### src/rtl/atm_ctrl_multi.sv
//------------------------------------------------------------------------------
// atm_ctrl_multi
//   Multi-account ATM session controller. Holds NUM_ACCT accounts, each with a
//   balance, a PIN and a sticky lock bit. One card session at a time moves
//   through IDLE -> AUTH -> MENU, with EJECT as the holding state after a
//   lockout or an inactivity timeout. Every output is registered, so a
//   response appears one cycle after its strobe.
//
//   Optional feature macro: ATM_PIN_CHANGE_EN
//     defined   : mode 11 in MENU replaces the session account's PIN
//     undefined : mode 11 is rejected and stored PINs are fixed after reset
//
// Ports
//   clk      in   system clock, rising edge
//   rst      in   asynchronous active-low reset
//   card     in   card present (level)
//   acct_id  in   account selector, captured when leaving IDLE
//   pin      in   entered PIN, qualified by pin_vld
//   pin_vld  in   one-cycle PIN strobe
//   req      in   one-cycle transaction strobe
//   mode     in   00 withdraw, 01 deposit, 10 inquiry, 11 PIN change
//   money    in   transaction amount, captured with req
//   new_pin  in   replacement PIN, captured with req when mode = 11
//   balance  out  balance of the session account
//   success  out  one-cycle accept pulse
//   error    out  one-cycle reject / lockout / timeout pulse
//   locked   out  session account is locked
//   busy     out  session in progress (not IDLE)
//------------------------------------------------------------------------------
`timescale 1ns/1ps

module atm_ctrl_multi #(
    parameter int unsigned AMT_W       = 17,
    parameter int unsigned PIN_W       = 17,
    parameter int unsigned NUM_ACCT    = 4,
    parameter int unsigned MAX_TRIES   = 3,
    parameter int unsigned TIMEOUT_CYC = 64,
    parameter int unsigned INIT_BAL    = 1000,
    parameter int unsigned INIT_PIN    = 1211
) (
    input  logic                        clk,
    input  logic                        rst,
    input  logic                        card,
    input  logic [$clog2(NUM_ACCT)-1:0] acct_id,
    input  logic [PIN_W-1:0]            pin,
    input  logic                        pin_vld,
    input  logic                        req,
    input  logic [1:0]                  mode,
    input  logic [AMT_W-1:0]            money,
    input  logic [PIN_W-1:0]            new_pin,
    output logic [AMT_W-1:0]            balance,
    output logic                        success,
    output logic                        error,
    output logic                        locked,
    output logic                        busy
);

    localparam int unsigned ID_W  = $clog2(NUM_ACCT);
    localparam int unsigned TRY_W = $clog2(MAX_TRIES + 1);
    localparam int unsigned TMO_W = $clog2(TIMEOUT_CYC + 1);

    localparam logic [1:0] S_IDLE  = 2'b00;
    localparam logic [1:0] S_AUTH  = 2'b01;
    localparam logic [1:0] S_MENU  = 2'b10;
    localparam logic [1:0] S_EJECT = 2'b11;

    localparam logic [1:0] M_WDR = 2'b00;
    localparam logic [1:0] M_DEP = 2'b01;
    localparam logic [1:0] M_INQ = 2'b10;

    // Session state
    logic [1:0]       state_q, state_d;
    logic [ID_W-1:0]  sess_q, sess_d;
    logic [TRY_W-1:0] tries_q, tries_d;
    logic [TMO_W-1:0] tmo_q, tmo_d;

    // Account storage
    logic [AMT_W-1:0]    acct_bal [NUM_ACCT];
    logic [PIN_W-1:0]    pin_mem  [NUM_ACCT];
    logic [NUM_ACCT-1:0] lock_mem;

    // Next values for the registered outputs
    logic [AMT_W-1:0] bal_d;
    logic             success_d;
    logic             error_d;
    logic             locked_d;
    logic             busy_d;

    // Storage write controls
    logic             bal_we;
    logic [AMT_W-1:0] bal_wdata;
    logic             lock_we;
`ifdef ATM_PIN_CHANGE_EN
    logic             pin_we;
`else
    logic             unused_new_pin;
    assign unused_new_pin = ^new_pin;
`endif

    // Datapath helpers for the session account
    logic [AMT_W-1:0] cur_bal;
    logic [PIN_W-1:0] cur_pin;
    logic [AMT_W:0]   dep_sum;
    logic [TRY_W-1:0] tries_inc;
    logic             tmo_hit;

    assign cur_bal   = acct_bal[sess_q];
    assign cur_pin   = pin_mem[sess_q];
    assign dep_sum   = {1'b0, cur_bal} + {1'b0, money};
    assign tries_inc = tries_q + TRY_W'(1);
    // The counter holds the number of idle cycles already elapsed, so the
    // cycle that would complete TIMEOUT_CYC idle cycles fires the timeout.
    assign tmo_hit   = (tmo_q == TMO_W'(TIMEOUT_CYC - 1));

    // State register
    always_ff @(posedge clk or negedge rst) begin
        if (!rst) begin
            state_q <= S_IDLE;
        end else begin
            state_q <= state_d;
        end
    end

    // Next-state, output and storage-write decode
    always_comb begin
        state_d   = state_q;
        sess_d    = sess_q;
        tries_d   = tries_q;
        tmo_d     = tmo_q;
        bal_d     = balance;
        success_d = 1'b0;
        error_d   = 1'b0;
        locked_d  = locked;
        bal_we    = 1'b0;
        bal_wdata = cur_bal;
        lock_we   = 1'b0;
`ifdef ATM_PIN_CHANGE_EN
        pin_we    = 1'b0;
`endif

        if (state_q != S_IDLE && !card) begin
            // Card removal wins over any strobe in the same cycle
            state_d  = S_IDLE;
            bal_d    = '0;
            locked_d = 1'b0;
            tries_d  = '0;
            tmo_d    = '0;
        end else begin
            case (state_q)
                S_IDLE: begin
                    if (card) begin
                        sess_d  = acct_id;
                        tries_d = '0;
                        tmo_d   = '0;
                        if (lock_mem[acct_id]) begin
                            state_d  = S_EJECT;
                            error_d  = 1'b1;
                            locked_d = 1'b1;
                        end else begin
                            state_d = S_AUTH;
                        end
                    end
                end

                S_AUTH: begin
                    if (pin_vld) begin
                        tmo_d = '0;
                        if (pin == cur_pin) begin
                            state_d = S_MENU;
                            tries_d = '0;
                            bal_d   = cur_bal;
                        end else begin
                            error_d = 1'b1;
                            tries_d = tries_inc;
                            if (tries_inc == TRY_W'(MAX_TRIES)) begin
                                lock_we  = 1'b1;
                                state_d  = S_EJECT;
                                locked_d = 1'b1;
                            end
                        end
                    end else if (tmo_hit) begin
                        error_d = 1'b1;
                        state_d = S_EJECT;
                    end else begin
                        tmo_d = tmo_q + TMO_W'(1);
                    end
                end

                S_MENU: begin
                    if (req) begin
                        tmo_d = '0;
                        case (mode)
                            M_WDR: begin
                                if (money != '0 && money <= cur_bal) begin
                                    bal_we    = 1'b1;
                                    bal_wdata = cur_bal - money;
                                    bal_d     = cur_bal - money;
                                    success_d = 1'b1;
                                end else begin
                                    error_d = 1'b1;
                                end
                            end
                            M_DEP: begin
                                // Carry out of the widened sum means overflow
                                if (money != '0 && !dep_sum[AMT_W]) begin
                                    bal_we    = 1'b1;
                                    bal_wdata = dep_sum[AMT_W-1:0];
                                    bal_d     = dep_sum[AMT_W-1:0];
                                    success_d = 1'b1;
                                end else begin
                                    error_d = 1'b1;
                                end
                            end
                            M_INQ: begin
                                bal_d     = cur_bal;
                                success_d = 1'b1;
                            end
                            default: begin
`ifdef ATM_PIN_CHANGE_EN
                                if (new_pin == cur_pin) begin
                                    error_d = 1'b1;
                                end else begin
                                    pin_we    = 1'b1;
                                    success_d = 1'b1;
                                end
`else
                                error_d = 1'b1;
`endif
                            end
                        endcase
                    end else if (tmo_hit) begin
                        error_d = 1'b1;
                        state_d = S_EJECT;
                    end else begin
                        tmo_d = tmo_q + TMO_W'(1);
                    end
                end

                S_EJECT: begin
                    // Leaves only through the card-removal path above
                end

                default: begin
                    state_d = S_IDLE;
                end
            endcase
        end

        busy_d = (state_d != S_IDLE);
    end

    // Session counters and registered outputs
    always_ff @(posedge clk or negedge rst) begin
        if (!rst) begin
            sess_q  <= '0;
            tries_q <= '0;
            tmo_q   <= '0;
            balance <= '0;
            success <= 1'b0;
            error   <= 1'b0;
            locked  <= 1'b0;
            busy    <= 1'b0;
        end else begin
            sess_q  <= sess_d;
            tries_q <= tries_d;
            tmo_q   <= tmo_d;
            balance <= bal_d;
            success <= success_d;
            error   <= error_d;
            locked  <= locked_d;
            busy    <= busy_d;
        end
    end

    // Account storage; lock bits are sticky until reset
    always_ff @(posedge clk or negedge rst) begin
        if (!rst) begin
            for (int i = 0; i < NUM_ACCT; i++) begin
                acct_bal[i] <= AMT_W'(INIT_BAL);
                pin_mem[i]  <= PIN_W'(INIT_PIN);
            end
            lock_mem <= '0;
        end else begin
            if (bal_we) begin
                acct_bal[sess_q] <= bal_wdata;
            end
            if (lock_we) begin
                lock_mem[sess_q] <= 1'b1;
            end
`ifdef ATM_PIN_CHANGE_EN
            if (pin_we) begin
                pin_mem[sess_q] <= new_pin;
            end
`endif
        end
    end

endmodule
### config.mk
export PLATFORM = sky130hd
export DESIGN_NAME = atm_ctrl_multi
export DESIGN_NICKNAME = d
export VERILOG_FILES = /design/src/rtl/atm_ctrl_multi.sv
export SDC_FILE = /design/constraint.sdc
export NUM_CORES = 1
export LEC_CHECK = 0
export CAP_MARGIN = 0
export CORE_MARGIN = 3
export CORE_UTILIZATION = 55
export CTS_CLUSTER_SIZE = 14
export DETAILED_ROUTE_END_ITERATION = 7
export PLACE_DENSITY = 0.79
export SKIP_CTS_REPAIR_TIMING = 1
export SLEW_MARGIN = 20
export SYNTH_ARGS = -nofsm -noshare
export SYNTH_HDL_FRONTEND = slang
export SYNTH_SLANG_ARGS = --single-unit
export TNS_END_PERCENT = 50
### constraint.sdc
create_clock -name clk -period 5.6 [get_ports clk]
set_input_delay 0.84 -clock clk [delete_from_list [all_inputs] [get_ports clk]]
set_output_delay 0.84 -clock clk [all_outputs]
set_load 0.02 [all_outputs]
==> results.sh <==
export IMPL_nFillCells=1019
export IMPL_drt_wirelength_per_cell_um=20.6
export IMPL_syn_num_nets=879
export IMPL_dp_hpwl_mm=15.1
export IMPL_via_per_inst=6.56
export IMPL_n_antenna_cell=0
export IMPL_leakage_nw=3.22
export IMPL_status="finished clean"
export IMPL_top_level_ports=81
export IMPL_tns_ps=0
export IMPL_rsz0062_at_grt="false"
export IMPL_cts_clk_slew_worst_paths_ps=70
export IMPL_grt_pass1_vias=6098
export IMPL_worst_pin_slew_ps=890
export IMPL_synthesis_area_sq_mm=0.00701
export IMPL_htreeDepth=3
export IMPL_crit_family="compound AO/OA/AOI/OAI gates"
export IMPL_worst_path_buf_inv=2
export IMPL_cts_buffer_depth=2
export IMPL_p_sw_share_pct=45.8
export IMPL_hp_class="input port to async pin"
export IMPL_p_seq_share_pct=27.1
export IMPL_die_w_um=119
export IMPL_drive_above_1_share_pct=11.1
export IMPL_syn_inst=770
export IMPL_rows=40
export IMPL_cp_cell_sequence="buf_4, mux4_2, ha_1, inv_1, fa_1, o21bai_1, a21oi_2, o21ai_1, and2_1, a221oi_1, o22ai_1, a311oi_1, o21a_1, o21ai_1"
export IMPL_setup_ws_ps=509
export IMPL_ys_ff_latch=100
export IMPL_antenna_found_initial=0
export IMPL_synth_area_per_cell_sq_um=9.11
export IMPL_maxSlewViolCount=0
export IMPL_pre_cts_ws_ps=621
export IMPL_dr_wl_met3_mm=1.72
export IMPL_gp_congestion=0.997
export IMPL_cpMaxStageDelayCell="dfrtp_1"
export IMPL_drt_iter0_markers=693
export IMPL_drt_met1_wl_mm=8.13
export IMPL_internal_power_mw=2.21
export IMPL_synth_main_ff_cell="dfrtp_1"
export IMPL_start_kind="flip-flop"
export IMPL_critPathMaxStageDelay_ps=870
export IMPL_p_clk_share_pct=15.3
export IMPL_coreArea_sq_mm=0.0122
export IMPL_hold_viol=0
export IMPL_multiInputGateArea_sq_mm=0.00406
export IMPL_crit_type="flip-flop to flip-flop"
export IMPL_io_buffers=46
export IMPL_initial_core_util_pct=57.4
export IMPL_synth_area_leaders="dfrtp_1 27%, dfstp_2 9.0%, ha_1 8.4%"
export IMPL_end_kind="flip-flop"
export IMPL_die_h_um=119
export IMPL_final_common_cell="nand2_1"
export IMPL_crit_top_cell="o21ai_1"
export IMPL_root_buffer="clkbuf_16"
export IMPL_drc=0
export IMPL_yosys_warnings=68
export IMPL_fmax_mhz=196
export IMPL_p_comb_share_pct=57.6
export IMPL_totalWireLength_mm=20.0
export IMPL_peakVddDrop_uv=321
export IMPL_seqCellArea_sq_mm=0.00253
export IMPL_fin_crit_sh_pct=90.9
export IMPL_synth_top_area_cell="dfrtp_1"
export IMPL_power_per_cell_area_mw_per_mm2=519
export IMPL_required_ps=5820
export IMPL_clock_latency_ps=350
export IMPL_setup_viol=0
export IMPL_yosysTopAreaCellShare_pct=27.1
export IMPL_dieArea_sq_mm=0.0141
export IMPL_grt_start_max_net_pins=63
export IMPL_maxCapViolations=0
export IMPL_dr_pass1_iters=7
export IMPL_dr_wl_met2_mm=9.31
export IMPL_synth_edff_count=0
export IMPL_yosysUniqueCellTypes=71
export IMPL_dr_max_layer_used="met4"
export IMPL_worstPathArrival_ps=5320
export IMPL_skew_ps=12.0
export IMPL_whs_ps=450
export IMPL_async_flop_share_pct=100
export IMPL_grt_overflow_total=0
export IMPL_final_nets=908
export IMPL_dr_total_vias=6380
export IMPL_seq_area_frac_synth_pct=36.1
export IMPL_relSlewSlack_pct=40.2
export IMPL_clock_sinks=100
export IMPL_period_needed_ps=5090
export IMPL_final_cell_mix="89 x nand2_1, 76 x dfrtp_1, 59 x nor2_1"
export IMPL_grt_pass1_wl_mm=31.9
export IMPL_critPathMaxFanout=13
export IMPL_synthToLayoutAreaGrowth_pct=12.2
export IMPL_track_usage_pct=28.2
export IMPL_antenna_left=0
export IMPL_cts_buffers=9
export IMPL_cts_tree="built"
export IMPL_switchingPower_mw=1.87
==> final timing paths <==
path / from / end / slack [ps] / cells after the start
setup / recovery: sess_q[0] / acct_bal[16] / 510 / 14
hold / removal: rst / locked / 450 / 1
setup reg to reg: sess_q[0] / acct_bal[16] / 510 / 14
hold reg to reg: acct_bal[20] / acct_bal[20] / 460 / 2
max in group asynchronous: rst / acct_bal[45] / 4010 / 2
min in group clk: acct_bal[20] / acct_bal[20] / 460 / 2
==> cell usage after synthesis, types with 4 or more instances <==
library cell / instances
buf_6: 8
nor3_1: 14
nand2b_1: 6
nor4_1: 11
dfrtp_1: 76
o221ai_1: 12
a221oi_1: 6
a31oi_1: 6
a22oi_1: 13
clkbuf_1: 21
or2_2: 4
nor2b_1: 7
a32oi_1: 4
nand4_1: 7
o22ai_1: 8
o211ai_1: 5
a211oi_1: 5
o21a_1: 6
or3_1: 5
buf_1: 5
dfstp_2: 24
ha_1: 47
xnor2_1: 18
buf_2: 11
a21o_1: 4
inv_1: 43
o21ai_0: 20
nor2_1: 59
nand2_1: 89
o21ai_1: 58
a221o_1: 11
and2_1: 4
a21oi_1: 53
o31ai_1: 9
o21bai_1: 11
nand3_1: 5
mux4_2: 17
==> cell type report <==
class,count,area share [%]
clock buffer,13,3.59
multi-input combinational,579,51.6
sequential,100,32.2
clock inverter,3,0.270
tap,168,2.67
timing repair buffer,63,7.44
inverter,46,2.23
==> cells by family (layout without fill, tap and decap cells) <==
kind of cell | after synthesis | after routing | share of synthesized area [%]
flip-flops | 100 | 100 | 36.1
AO/OA/AOI/OAI | 263 | 263 | 25.2
buffers and inverters | 91 | 125 | 5.96
adder cells (fa/ha/maj) | 49 | 49 | 8.96
AND/OR/NAND/NOR | 224 | 224 | 14.9
XOR/XNOR | 21 | 21 | 2.62
multiplexers | 22 | 22 | 6.23
==> flip-flops by register name (all words and copies together), names as in the netlist <==
name / flops
balance: 17
busy: 1
tmo_q: 7
locked: 1
acct_bal: 68
success: 1
sess_q: 2
state_q: 2
error: 1
==> routing by layer <==
metal | vias up | GRT usage, %
met5 | - | 0
met4 | 0 | 11.5
met1 | 3072 | 37.3
met2 | 336 | 45.3
li1 | 2899 | -
met3 | 73 | 6.13
==> power groups by stage <==
stage | Sequential [mW] | Clock, mW | Combinational (mW)
2_1_floorplan | 1.09 | 0 | 1.63
6_report | 1.11 | 0.625 | 2.35
5_1_grt | 1.13 | 0.667 | 2.53
4_1_cts | 1.11 | 0.638 | 2.30
3_5_place_dp | 1.12 | 0 | 2.28
3_3_place_gp | 1.10 | 0 | 2.22
==> stage by stage <==
stage | util (%) | instance area [sq um] | instances | power [mW]
CTS | 64.4 | 7870 | 972 | 4.05
detailed placement | 61.9 | 7560 | 956 | 3.40
global placement | 61.9 | 7560 | 956 | 3.32
global route | 64.4 | 7870 | 972 | 4.33
floorplan | - | 7010 | 770 | 2.72
finish | 64.4 | 7870 | 972 | 4.08
Note: power is estimated with default switching activity, not from simulation.
